**src/rtl/cpu_pkg.sv**
```systemverilog
// Shared definitions for the CPU-side interrupt controller: FSM encoding,
// source count, PC width and the fixed-priority selector.
package cpu_pkg;

   localparam int NUM_INT = 4;
   localparam int ADDR_W  = 10;

   localparam logic [1:0] ST_IDLE = 2'd0;
   localparam logic [1:0] ST_REQ  = 2'd1;
   localparam logic [1:0] ST_SERV = 2'd2;

   typedef enum logic [1:0] {
      IDLE = ST_IDLE,
      REQ  = ST_REQ,
      SERV = ST_SERV
   } state_t;

   // Lowest set bit wins; bit 0 (pInt1) has the highest priority.
   function automatic logic [1:0] prio_idx(input logic [NUM_INT-1:0] elig);
      logic [1:0] idx;
      idx = '0;
      for (int i = NUM_INT - 1; i >= 0; i--) begin
         if (elig[i]) idx = i[1:0];
      end
      return idx;
   endfunction

endpackage

```
**src/rtl/int_edge_det.sv**
```systemverilog
// Per-line rising-edge detector with an optional two-flop synchroniser
// in front of the history flop.
module int_edge_det #(
   parameter bit SYNC = 1'b0
) (
   input  logic clk,
   input  logic reset,
   input  logic req,
   output logic rise
);

   logic sampled;
   logic prev;

   generate
      if (SYNC) begin : g_sync
         logic [1:0] sync_ff;
         always_ff @(posedge clk or posedge reset) begin
            if (reset) sync_ff <= '0;
            else       sync_ff <= {sync_ff[0], req};
         end
         assign sampled = sync_ff[1];
      end else begin : g_nosync
         assign sampled = req;
      end
   endgenerate

   always_ff @(posedge clk or posedge reset) begin
      if (reset) prev <= 1'b0;
      else       prev <= sampled;
   end

   assign rise = sampled & ~prev;

endmodule

```
**src/rtl/int_ctrl.sv**
```systemverilog
// Four-source interrupt controller: pending capture, masking, fixed priority
// and a non-nesting request/ack/return handshake with the CPU.
module int_ctrl
   import cpu_pkg::*;
#(
   parameter logic [ADDR_W-1:0]  VEC_BASE   = 10'h3C0,
   parameter logic [ADDR_W-1:0]  VEC_STRIDE = 10'd16,
   parameter logic [NUM_INT-1:0] MASK_RST   = 4'b0000,
   parameter bit                 SYNC       = 1'b0
) (
   input  logic               clk,
   input  logic               reset,
   input  logic [NUM_INT-1:0] int_req,
   input  logic               mask_we,
   input  logic [NUM_INT-1:0] mask_in,
   input  logic               int_ack,
   input  logic               int_ret,
   output logic               irq,
   output logic [1:0]         int_vec,
   output logic [ADDR_W-1:0]  int_addr,
   output logic [NUM_INT-1:0] pending,
   output logic               in_service
);

   state_t             state, state_nx;
   logic [1:0]         vec_nx;
   logic [NUM_INT-1:0] mask;
   logic [NUM_INT-1:0] rise;
   logic [NUM_INT-1:0] clr;
   logic [NUM_INT-1:0] eligible;

   generate
      for (genvar g = 0; g < NUM_INT; g++) begin : g_edge
         int_edge_det #(.SYNC(SYNC)) u_edge (
            .clk   (clk),
            .reset (reset),
            .req   (int_req[g]),
            .rise  (rise[g])
         );
      end
   endgenerate

   assign eligible = pending & ~mask;

   always_comb begin
      state_nx = state;
      vec_nx   = int_vec;
      clr      = '0;
      case (state)
         IDLE: begin
            if (|eligible) begin
               state_nx = REQ;
               vec_nx   = prio_idx(eligible);
            end
         end
         REQ: begin
            // Ack beats a concurrent mask of the latched source.
            if (int_ack) begin
               state_nx     = SERV;
               clr[int_vec] = 1'b1;
            end else if (mask[int_vec]) begin
               state_nx = IDLE;
            end
         end
         SERV: begin
            if (int_ret) state_nx = IDLE;
         end
         default: state_nx = IDLE;
      endcase
   end

   always_ff @(posedge clk or posedge reset) begin
      if (reset) begin
         state   <= IDLE;
         int_vec <= '0;
      end else begin
         state   <= state_nx;
         int_vec <= vec_nx;
      end
   end

   // A fresh edge in the same cycle as the ack keeps the bit set.
   always_ff @(posedge clk or posedge reset) begin
      if (reset) pending <= '0;
      else       pending <= (pending & ~clr) | rise;
   end

   always_ff @(posedge clk or posedge reset) begin
      if (reset)        mask <= MASK_RST;
      else if (mask_we) mask <= mask_in;
   end

   assign irq        = (state == REQ);
   assign in_service = (state == SERV);
   assign int_addr   = VEC_BASE + ADDR_W'(int_vec) * VEC_STRIDE;

endmodule

```
**config.mk**
```make
export PLATFORM = sky130hd
export DESIGN_NAME = int_ctrl
export DESIGN_NICKNAME = d
export VERILOG_FILES = /design/src/rtl/cpu_pkg.sv /design/src/rtl/int_edge_det.sv /design/src/rtl/int_ctrl.sv
export SDC_FILE = /design/constraint.sdc
export NUM_CORES = 1
export LEC_CHECK = 0
export CORE_ASPECT_RATIO = 0.7
export CORE_MARGIN = 1.5
export CORE_UTILIZATION = 29
export DETAILED_ROUTE_END_ITERATION = 8
export PLACE_DENSITY = 0.57
export SLEW_MARGIN = 20
export SYNTH_ARGS = -nofsm -noshare
export SYNTH_HDL_FRONTEND = slang
export SYNTH_SLANG_ARGS = --single-unit
export TNS_END_PERCENT = 50
```
**constraint.sdc**
```tcl
create_clock -name clk -period 1.26 [get_ports clk]
set_input_delay 0.252 -clock clk [delete_from_list [all_inputs] [get_ports clk]]
set_output_delay 0.252 -clock clk [all_outputs]
set_load 0.01 [all_outputs]
```
==> results of run 1 <==
registers in the layout, summed over array words and instances, names as in the netlist:
signal / flops
g_edge.u_edge.prev: 4
mask: 4
pending: 4
int_vec: 2
state: 2
stage by stage:
| stage | std cells | cell area (um^2) |
|---|---|---|
| floorplan | 75 | 792 |
| global placement | 127 | 1020 |
| detailed placement | 127 | 1020 |
| CTS | 133 | 1080 |
| global route | 133 | 1090 |
| finish | 133 | 1090 |
per-layer routing:
metal,part of all wire [%],global-route usage [%],up-vias
met5,0,0,-
met4,0,0,0
met3,7.5,5.13,0
met2,44,17.9,29
met1,49,16.6,276
li1,-,-,279
logic make-up after synthesis:
kind of cell,share of synthesized area (%)
buf+inv,14.2
compound gates,15.1
flops,52.1
simple gates,8.80
mux,8.79
other cells,0.978
critical path: cells and delay by family, from the launching register on:
family | cells | cell delay, ns
muxes | 1 | 0.50
buffers and inverters | 1 | 0.12
DFF | 1 | 0.37
AOI/OAI and AO/OA | 1 | 0.20
cell type report:
class | instances | area [um^2]
Tap cell | 34 | 42.5
Fill cell | 247 | 1390
Inverter | 9 | 33.8
Multi-Input combinational cell | 40 | 289
Sequential cell | 16 | 402
Timing Repair Buffer | 30 | 270
Clock buffer | 4 | 55.1
repair_timing:
action	CTS	global route
endpoints found under the setup margin	11	5
resized for setup	17	2
cloned	0	0
hold buffers	0	0
setup buffers	2	0
cells in the mapped netlist (all sizes together):
master and count:
and2b 1, or3 1, buf 10, conb 2
o21ai 8, nand3b 1, a21o 1, mux4 1
nor2 2, nand4b 1, a22o 1, nor2b 3
inv 9, mux2 4, nand2b 1, o21a 1
o41ai 2, o31ai 1, nand2 1, a21oi 1
dfrtp 16, a22oi 1
power by group through the flow:
stage / registers (uW) / clock network, uW / logic [uW]
floorplan: 820 / 0 / 488
global placement: 808 / 0 / 968
detailed placement: 811 / 0 / 976
CTS: 763 / 466 / 979
global route: 783 / 483 / 1120
finish: 760 / 451 / 1010
worst paths after layout:
path	to	startpoint	depth (start not counted)	slack [ns]
worst max-delay path	state[0]	int_vec[0]	3	-0.03
worst min-delay path	g_edge[1].u_edge.prev	reset	3	0.30
worst max register to register	state[0]	int_vec[0]	3	-0.03
worst min register to register	pending[0]	g_edge[0].u_edge.prev	1	0.41
max in group asynchronous	int_vec[0]	reset	3	0.77
min in group clk	pending[0]	g_edge[0].u_edge.prev	1	0.41
==> impl_metrics.xml, run 1 <==
<?xml version="1.0" encoding="UTF-8"?>
<metrics>
  <group name="pwr">
    <metric name="total_power" unit="uW">2220</metric>
    <metric name="leakage" unit="uW">0.000499</metric>
    <metric name="internal-power" unit="uW">1470</metric>
    <metric name="power_frac_seq" unit="%">34.2</metric>
    <metric name="comb_power_share" unit="%">45.5</metric>
    <metric name="power.net_switching" unit="uW">753</metric>
    <metric name="switching_share" unit="%">33.9</metric>
    <metric name="clock_power_share" unit="%">20.3</metric>
    <metric name="peak_supply_drop" unit="mV">0.780</metric>
    <metric name="power_density" unit="nW/um^2">2030</metric>
  </group>
  <group name="placement">
    <metric name="place_hpwl" unit="um">1210</metric>
    <metric name="last_weighted_congestion_value_of_the_routability_driven_placer" unit="">0.791</metric>
    <metric name="numPortBuffers" unit="">22</metric>
    <metric name="worst_setup_slack_post_dpl" unit="ns">-0.226</metric>
  </group>
  <group name="synth">
    <metric name="yosysWarningCount" unit="">0</metric>
    <metric name="synth.ff_latch_count" unit="">16</metric>
    <metric name="post_synth.cell_area_avg" unit="um^2">11.1</metric>
    <metric name="post-synth-top-area-fraction" unit="%">52.1</metric>
    <metric name="netlist_instances" unit="">69</metric>
    <metric name="synth_area_leaders" unit="">sky130_fd_sc_hd__dfrtp_1, sky130_fd_sc_hd__buf_4, sky130_fd_sc_hd__mux2_2</metric>
    <metric name="synth_cell_type_count" unit="">23</metric>
    <metric name="yosysSeqAreaShare" unit="%">52.1</metric>
    <metric name="syn_area" unit="um^2">768</metric>
    <metric name="synthDominantAreaCellType" unit="">sky130_fd_sc_hd__dfrtp_1</metric>
  </group>
  <group name="die">
    <metric name="design.die.area" unit="um^2">2970</metric>
    <metric name="die_width" unit="um">64.5</metric>
    <metric name="floorplan.rows" unit="">15</metric>
    <metric name="start_util" unit="%">31.0</metric>
    <metric name="core_region_area" unit="um^2">2480</metric>
    <metric name="chipHeight" unit="um">46.1</metric>
    <metric name="ioPinCount" unit="">31</metric>
  </group>
  <group name="clock_tree">
    <metric name="clkLatencyLatePin" unit="ns">0.25</metric>
    <metric name="cts.path.max_buffers" unit="">2</metric>
    <metric name="htree_levels" unit="">1</metric>
    <metric name="cts_root_buffer" unit="">sky130_fd_sc_hd__clkbuf_8</metric>
    <metric name="cts.clk_slew.worst_paths" unit="ns">0.06</metric>
    <metric name="clock-sinks" unit="">16</metric>
    <metric name="cts_inserted_buffers" unit="">3</metric>
    <metric name="clock_tree_from_tritoncts" unit="">done</metric>
  </group>
  <group name="critical_path">
    <metric name="critPathSlowestCell" unit="">sky130_fd_sc_hd__mux4_2</metric>
    <metric name="cp-end-kind" unit="">register</metric>
    <metric name="critical_path.max_fanout" unit="">5</metric>
    <metric name="cp.required" unit="ns">1.41</metric>
    <metric name="critical_path.max_stage_delay" unit="ns">0.50</metric>
    <metric name="crit_path_start_kind" unit="">register</metric>
    <metric name="worstPathCellList" unit="">buf_6 -&gt; mux4_2 -&gt; o41ai_2</metric>
    <metric name="worstSetupPathType" unit="">register to register</metric>
    <metric name="worst-endpoint-arrival" unit="ns">1.44</metric>
  </group>
  <group name="run_status">
    <metric name="status" unit="">complete, but fails checks</metric>
    <metric name="violated_checks" unit="">negative setup slack</metric>
  </group>
  <group name="global_routing">
    <metric name="grt_util_all_layers" unit="%">11.7</metric>
    <metric name="grt_max_degree" unit="">17</metric>
    <metric name="grt_pass1_wl" unit="um">2540</metric>
    <metric name="grt_pass1_vias" unit="">543</metric>
    <metric name="gr-total-overflow" unit="">0</metric>
    <metric name="antenna_found_initial" unit="">0</metric>
  </group>
  <group name="cells_and_area">
    <metric name="final_layout_size_suffix_gt1_share" unit="%">25.3</metric>
    <metric name="final_net_count" unit="">113</metric>
    <metric name="final_common_cell" unit="">sky130_fd_sc_hd__dfrtp_1</metric>
    <metric name="mostFrequentLayoutCells" unit="">sky130_fd_sc_hd__dfrtp_1, sky130_fd_sc_hd__clkdlybuf4s50_1, sky130_fd_sc_hd__inv_1, sky130_fd_sc_hd__conb_1, sky130_fd_sc_hd__dlygate4sd2_1</metric>
    <metric name="area_delta_synth_final" unit="%">42.2</metric>
    <metric name="utilization" unit="%">44.1</metric>
    <metric name="antenna-diode-count" unit="">0</metric>
  </group>
  <group name="timing">
    <metric name="setup_viol" unit="">1</metric>
    <metric name="timing.final.hold_violations" unit="">0</metric>
    <metric name="final.min_clock_period" unit="ns">1.29</metric>
    <metric name="finalCritPeriodShare" unit="%">103</metric>
    <metric name="fin_tns_setup" unit="ns">-0.0325</metric>
    <metric name="grt_setup_unrepaired" unit="">true</metric>
    <metric name="max_freq" unit="GHz">0.774</metric>
    <metric name="hold_slack" unit="ns">0.301</metric>
    <metric name="setup_slack" unit="ns">-0.0325</metric>
    <metric name="finalMaxSlewViolations" unit="">0</metric>
    <metric name="clock_skew" unit="ns">0.000649</metric>
  </group>
  <group name="route">
    <metric name="post-route-drc-count" unit="">0</metric>
    <metric name="vias" unit="">584</metric>
    <metric name="detail_route.iter0.violations" unit="">9</metric>
    <metric name="final_antenna_net_count" unit="">0</metric>
    <metric name="drt_pass1_iterations" unit="">4</metric>
    <metric name="wl_per_cell" unit="um">11.7</metric>
    <metric name="routed_wl" unit="um">1550</metric>
    <metric name="vias_per_cell" unit="">4.39</metric>
  </group>
  <group name="job">
    <metric name="cap_viol_max_count" unit="">0</metric>
  </group>
  <group name="min_path">
    <metric name="hold_path_class" unit="">input port to asynchronous set/reset pin</metric>
  </group>
</metrics>
Power figures use the tool's default switching activity.
==> run 2: changes to the inputs <==
TNS_END_PERCENT = 30   (was 50)
==> results of run 2 <==
Final layout, timing and power as in run 1 (identical DEF).
==> run 3: changes to the inputs <==
CAP_MARGIN = 20   (was unset)
==> results of run 3 <==
Final layout, timing and power as in run 1 (identical DEF).
